[src/rtl/fetch_unit.sv]
// fetch_unit
// Instruction-fetch front end: PC generator, DEPTH-entry prefetch queue and
// a program-end state machine (FETCH -> DRAIN -> DONE).
//
// Optional feature macro: FETCH_PERF_CNT_EN
//   defined   : perf_fetch_cnt counts pushes, perf_flush_cnt counts redirects
//   undefined : both counter ports are tied to zero
//
// Ports:
//   clk, rst                 clock, synchronous active-high reset
//   imem_addr / imem_inst    combinational instruction memory read port
//   out_valid/out_ready      queue head handshake toward decode
//   out_pc / out_inst        head entry contents
//   redirect_*               taken-branch redirect from EX/MEM
//   done                     program finished, queue drained
//   perf_fetch_cnt/_flush_cnt performance counters (see macro above)
module fetch_unit #(
  parameter int ADDR_W  = 5,
  parameter int DATA_W  = 32,
  parameter int MEM_LEN = 32,
  parameter int DEPTH   = 2
) (
  input  logic              clk,
  input  logic              rst,
  output logic [ADDR_W-1:0] imem_addr,
  input  logic [DATA_W-1:0] imem_inst,
  output logic              out_valid,
  input  logic              out_ready,
  output logic [ADDR_W-1:0] out_pc,
  output logic [DATA_W-1:0] out_inst,
  input  logic              redirect_valid,
  input  logic [ADDR_W-1:0] redirect_base,
  input  logic [ADDR_W-1:0] redirect_offset,
  input  logic              redirect_backward,
  output logic              done,
  output logic [31:0]       perf_fetch_cnt,
  output logic [31:0]       perf_flush_cnt
);

  // The extra PC bit lets the end of the program (and a wrapped backward
  // target) be told apart from a real instruction address.
  localparam int PC_W  = ADDR_W + 1;
  localparam int PTR_W = $clog2(DEPTH);
  localparam int CNT_W = PTR_W + 1;
  localparam logic [PC_W-1:0]  END_PC   = PC_W'(MEM_LEN);
  localparam logic [CNT_W-1:0] FULL_CNT = CNT_W'(DEPTH);

  typedef enum logic [1:0] {FETCH, DRAIN, DONE} state_t;

  state_t            state;
  state_t            state_next;
  logic [PC_W-1:0]   pc;
  logic [PC_W-1:0]   pc_inc;
  logic [PC_W-1:0]   target;
  logic [PTR_W-1:0]  rd_ptr;
  logic [PTR_W-1:0]  wr_ptr;
  logic [CNT_W-1:0]  count;
  logic [ADDR_W-1:0] q_pc   [DEPTH];
  logic [DATA_W-1:0] q_inst [DEPTH];
  logic              pop;
  logic              push;

  assign pc_inc = pc + PC_W'(1);

  // Backward underflow wraps in PC_W bits and therefore lands past MEM_LEN.
  assign target = redirect_backward ?
                  ({1'b0, redirect_base} - {1'b0, redirect_offset}) :
                  ({1'b0, redirect_base} + {1'b0, redirect_offset});

  assign out_valid = (count != '0);
  assign pop       = out_valid && out_ready;
  // A full queue can still accept a word when the head leaves this cycle.
  assign push      = (state == FETCH) && !redirect_valid &&
                     ((count < FULL_CNT) || pop);

  assign imem_addr = pc[ADDR_W-1:0];
  assign out_pc    = q_pc[rd_ptr];
  assign out_inst  = q_inst[rd_ptr];
  assign done      = (state == DONE);

  // PC, pointers and occupancy; a redirect flushes everything and wins over
  // any push or pop in the same cycle.
  always_ff @(posedge clk) begin
    if (rst) begin
      pc     <= '0;
      rd_ptr <= '0;
      wr_ptr <= '0;
      count  <= '0;
    end else if (redirect_valid) begin
      pc     <= target;
      rd_ptr <= '0;
      wr_ptr <= '0;
      count  <= '0;
    end else begin
      if (push) begin
        pc     <= pc_inc;
        wr_ptr <= wr_ptr + PTR_W'(1);
      end
      if (pop) begin
        rd_ptr <= rd_ptr + PTR_W'(1);
      end
      case ({push, pop})
        2'b10:   count <= count + CNT_W'(1);
        2'b01:   count <= count - CNT_W'(1);
        default: count <= count;
      endcase
    end
  end

  // Queue storage carries no reset; entries are only visible while counted.
  always_ff @(posedge clk) begin
    if (push && !rst) begin
      q_pc[wr_ptr]   <= pc[ADDR_W-1:0];
      q_inst[wr_ptr] <= imem_inst;
    end
  end

  // FSM state register.
  always_ff @(posedge clk) begin
    if (rst) begin
      state <= FETCH;
    end else begin
      state <= state_next;
    end
  end

  // FSM next-state logic.
  always_comb begin
    state_next = state;
    if (redirect_valid) begin
      state_next = (target < END_PC) ? FETCH : DONE;
    end else begin
      case (state)
        FETCH:   if (push && (pc_inc == END_PC)) state_next = DRAIN;
        DRAIN:   if (pop && (count == CNT_W'(1))) state_next = DONE;
        default: state_next = state;
      endcase
    end
  end

`ifdef FETCH_PERF_CNT_EN
  logic [31:0] fetch_cnt;
  logic [31:0] flush_cnt;

  // Free-running wrap-around counters for pushes and accepted redirects.
  always_ff @(posedge clk) begin
    if (rst) begin
      fetch_cnt <= '0;
      flush_cnt <= '0;
    end else begin
      if (push) begin
        fetch_cnt <= fetch_cnt + 32'd1;
      end
      if (redirect_valid) begin
        flush_cnt <= flush_cnt + 32'd1;
      end
    end
  end

  assign perf_fetch_cnt = fetch_cnt;
  assign perf_flush_cnt = flush_cnt;
`else
  assign perf_fetch_cnt = '0;
  assign perf_flush_cnt = '0;
`endif

endmodule
[config.mk]
export PLATFORM = sky130hd
export DESIGN_NAME = fetch_unit
export DESIGN_NICKNAME = d
export VERILOG_FILES = /design/src/rtl/fetch_unit.sv
export SDC_FILE = /design/constraint.sdc
export NUM_CORES = 1
export LEC_CHECK = 0
export ABC_AREA = 1
export CORE_ASPECT_RATIO = 1.75
export CORE_MARGIN = 2
export CORE_UTILIZATION = 45
export DETAILED_ROUTE_END_ITERATION = 12
export PLACE_DENSITY = 0.81
export REMOVE_ABC_BUFFERS = 1
export SLEW_MARGIN = 10
export SYNTH_ARGS = -nofsm -noshare
export SYNTH_HDL_FRONTEND = slang
export SYNTH_SLANG_ARGS = --single-unit
[constraint.sdc]
create_clock -name clk -period 5 [get_ports clk]
set_input_delay 0.5 -clock clk [delete_from_list [all_inputs] [get_ports clk]]
set_output_delay 0.5 -clock clk [all_outputs]
set_load 0.02 [all_outputs]
==> out/metrics.csv <==
stage,metric,value,unit
synthesis,cell taking the most area after synthesis,sky130_fd_sc_hd__edfxtp_1,
sta,Fin Clk Skew,0.00528,ns
detailed_routing,WL per Instance,13.6,um
worst_setup_path,highest cell delay on the worst timing path,0.48,ns
placement,post-detailed-placement half-perimeter wirelength,5550,um
global_routing,number of antenna violations at the first check in global routing,0,
placement,gpl congestion,0.872,
detailed_routing,number of vias per cell,4.60,
sta,final count of negative-setup-slack endpoints,0,
finish,# diodes,0,
finish,Layout Nets,491,
pwr,Static Leak,2.05,nW
placement,Post-Place Cells,541,
sta,final setup TNS,0,ns
finish,Post-Route Utilization,0.581,
sta,period utilisation layout,0.552,
global_routing,pin count of the biggest net entering global routing,38,
detailed_routing,number of design rule violations left after detail routing,0,
worst_setup_path,arrival time at the worst endpoint,2.99,ns
synthesis,largest cells by area after synthesis,"sky130_fd_sc_hd__edfxtp_1 (52%), sky130_fd_sc_hd__buf_4 (12%), sky130_fd_sc_hd__mux2_2 (9.8%)",
min_path,kind of path behind the tightest hold check,register to register,
clock_network,clock tree root driver cell,sky130_fd_sc_hd__clkbuf_16,
sta,Worst-Margin Slew,0.895,ns
global_routing,first-pass GRT wire length,11800,um
clock_network,Clock Pin Slew Worst Setup and Hold Paths,0.06,ns
die,io pins,155,
worst_setup_path,endpoint required time on the critical path,5.23,ns
synthesis,Post-Synthesis Cell Area,0.00424,mm^2
synthesis,sequential fraction of the synthesis area,0.586,
synthesis,number of instances in the synthesized netlist,341,
clock_network,Bufs on Longest Clock Path,2,
clock_network,CTS-repair resized insts,0,
clock_network,clock insertion delay at the later pin of the skew report,0.33,ns
finish,fraction of layout cells with a size suffix above 1,0.140,
finish,area overhead of the layout relative to synthesis,24.7,%
worst_setup_path,cells along the critical path,clkdlybuf4s50_1 -> inv_1 -> ha_1 -> inv_1 -> nor2_1 -> o21ai_0 -> o21ai_0 -> ha_1 -> a21oi_1 -> nand2_1 -> a21boi_0 -> a21oi_1 -> o21ai_0 -> nand2_1 -> nor2_1 -> nor2_1,
worst_setup_path,largest fanout on the critical path,4,
sta,Fin Hold WS,0.507,ns
finish,"commonest non-fill, non-tap cells in the layout","sky130_fd_sc_hd__clkdlybuf4s50_1 (90), sky130_fd_sc_hd__edfxtp_1 (74), sky130_fd_sc_hd__conb_1 (64), sky130_fd_sc_hd__mux2_2 (37), sky130_fd_sc_hd__nand2_1 (31)",
worst_setup_path,cell family with most CP delay,compound AO/OA/AOI/OAI gates,
synthesis,Most used DFF post-synth,sky130_fd_sc_hd__edfxtp_1,
pwr,Design Power,1.77,mW
clock_network,cts bufs inserted,9,
synthesis,proportion of synthesized flip-flops having asynchronous set or reset,0,
sta,setup repair after global routing missed its margin,no,
outcome,run status,completed,
die,overall die area,0.0102,mm^2
sta,final critical delay including setup and external delays,2.76,ns
detailed_routing,number of DRC markers in iteration 0,107,
detailed_routing,total routed wirelength,7570,um
synthesis,top cell type's share of synthesized area,0.524,
synthesis,number of enable-type register cells in the synthesized netlist,74,
clock_network,Post CTS Setup Buffer Count,0,
synthesis,Synth Register Bits,87,
synthesis,average cell area after synthesis,12.4,um^2
sta,highest achievable clock rate,362,MHz
detailed_routing,vias after detailed routing,2560,
global_routing,total gr overflow,0,
clock_network,clock tree from TritonCTS,yes,
die,number of rows created at floorplan,46,
die,starting utilization of the core area,0.466,
worst_setup_path,Setup CP Type,input pin to register,
finish,Layout Cells excl Fill,557,
clock_network,hold-fix buffers at CTS,0,
global_routing,combined global-route utilization of all metal layers,0.150,
detailed_routing,number of iterations in the first detailed-routing pass,7,
clock_network,CTS H-tree depth,3,
placement,number of buffers added on ports,90,
worst_setup_path,kind of end point of the critical path,register,
sta,worst max-slew margin expressed relative to the limit,0.404,
die,Die X-Extent,77.4,um
sta,final hold vios,0,
die,height of the die,132,um
die,area of the placeable core,0.00909,mm^2
finish,most common library cell in the layout ignoring fill and taps,sky130_fd_sc_hd__clkdlybuf4s50_1,
worst_setup_path,startpoint types,input pin,
synthesis,Yosys warnings,0,
run,Max Cap Viol,0,
pwr,worst supply voltage drop on vdd,176,uV
sta,Final Slew Violations,0,
synthesis,Synth cell types,33,
detailed_routing,remaining antenna violation count,0,
worst_setup_path,Crit-path slowest cell,sky130_fd_sc_hd__clkdlybuf4s50_1,
worst_setup_path,worst path bufs/invs,3,
pwr,power density relative to cell area,334,mW/mm^2
global_routing,vias in the first global route,2560,
clock_network,Clock Sinks,87,
## worst paths after layout
kind / cells after the start / slack [ns] / startpoint / to
setup reg to reg: 8 / 3.02 / count[0] / q_pc[1][3]
setup / recovery: 16 / 2.24 / redirect_offset[0] / state[1]
hold reg to reg: 2 / 0.51 / rd_ptr / rd_ptr
hold / removal: 2 / 0.51 / rd_ptr / rd_ptr
## through the flow
step / area (um^2) / setup WS (ns)
after floorplan: 3930 / 0.928
after global placement: 5000 / 2.05
after detailed placement: 5000 / 1.98
after CTS: 5290 / 2.21
after global routing: 5290 / 2.05
final: 5290 / 2.24
## final cells by class
class	count	area (um^2)
sequential	87	2480
multi-input combinational	214	1350
fill	795	3810
clock inverter	4	46.3
inverter	28	105
timing repair buffer	92	916
tap	120	150
clock buffer	12	236
## layer usage
| layer | global-route usage | part of all wire |
|---|---|---|
| met5 | 0 | 0 |
| met4 | 0.0744 | 0.024 |
| met3 | 0.0445 | 0.077 |
| met2 | 0.278 | 0.55 |
| met1 | 0.147 | 0.35 |
## where the power goes
part	leakage, nW	internal (mW)	switching [mW]
sequential	0.787	0.823	0.0216
clock	0.134	0.384	0.241
combinational	1.13	0.128	0.170
total	2.05	1.34	0.432
## sequential cells by signal, summed over array words and instances (netlist names), named ones only
| name | cells |
|---|---|
| q_pc | 10 |
| pc | 6 |
| state | 2 |
| rd_ptr | 1 |
| q_inst | 64 |
| count | 2 |
| wr_ptr | 1 |
## worst register-to-register path, cell delays in order, from the launching register on
cell and delay, ns:
sky130_fd_sc_hd__dfxtp_1 0.36, sky130_fd_sc_hd__inv_1 0.06, sky130_fd_sc_hd__ha_1 0.19, sky130_fd_sc_hd__inv_1 0.06, sky130_fd_sc_hd__nand2_1 0.10, sky130_fd_sc_hd__nand2_1 0.13
sky130_fd_sc_hd__nand2_4 0.10, sky130_fd_sc_hd__nor3_2 0.14, sky130_fd_sc_hd__buf_4 0.46
## synthesized netlist by cell type (4+ instances only)
cell / count
sky130_fd_sc_hd__nor2_1: 15
sky130_fd_sc_hd__o21ai_0: 10
sky130_fd_sc_hd__edfxtp_1: 74
sky130_fd_sc_hd__mux2_2: 37
sky130_fd_sc_hd__buf_2: 4
sky130_fd_sc_hd__a21oi_1: 11
sky130_fd_sc_hd__inv_1: 27
sky130_fd_sc_hd__nand3_1: 7
sky130_fd_sc_hd__ha_1: 11
sky130_fd_sc_hd__nand2_1: 31
sky130_fd_sc_hd__buf_4: 70
sky130_fd_sc_hd__xor2_1: 7
sky130_fd_sc_hd__dfxtp_1: 13
## kinds of logic (layout without fill, tap and decap cells)
group	count (synthesis)	count (layout)	synth area share
AO/OA/AOI/OAI	29	29	0.0393
buffers and inverters	103	136	0.154
flip-flops	87	87	0.586
other	1	64	0.000885
adder cells (fa/ha/maj)	12	12	0.0372
XOR/XNOR	7	7	0.0145
AND/OR/NAND/NOR	65	65	0.0697
multiplexers	37	37	0.0983
(Power assumes the default switching activity.)
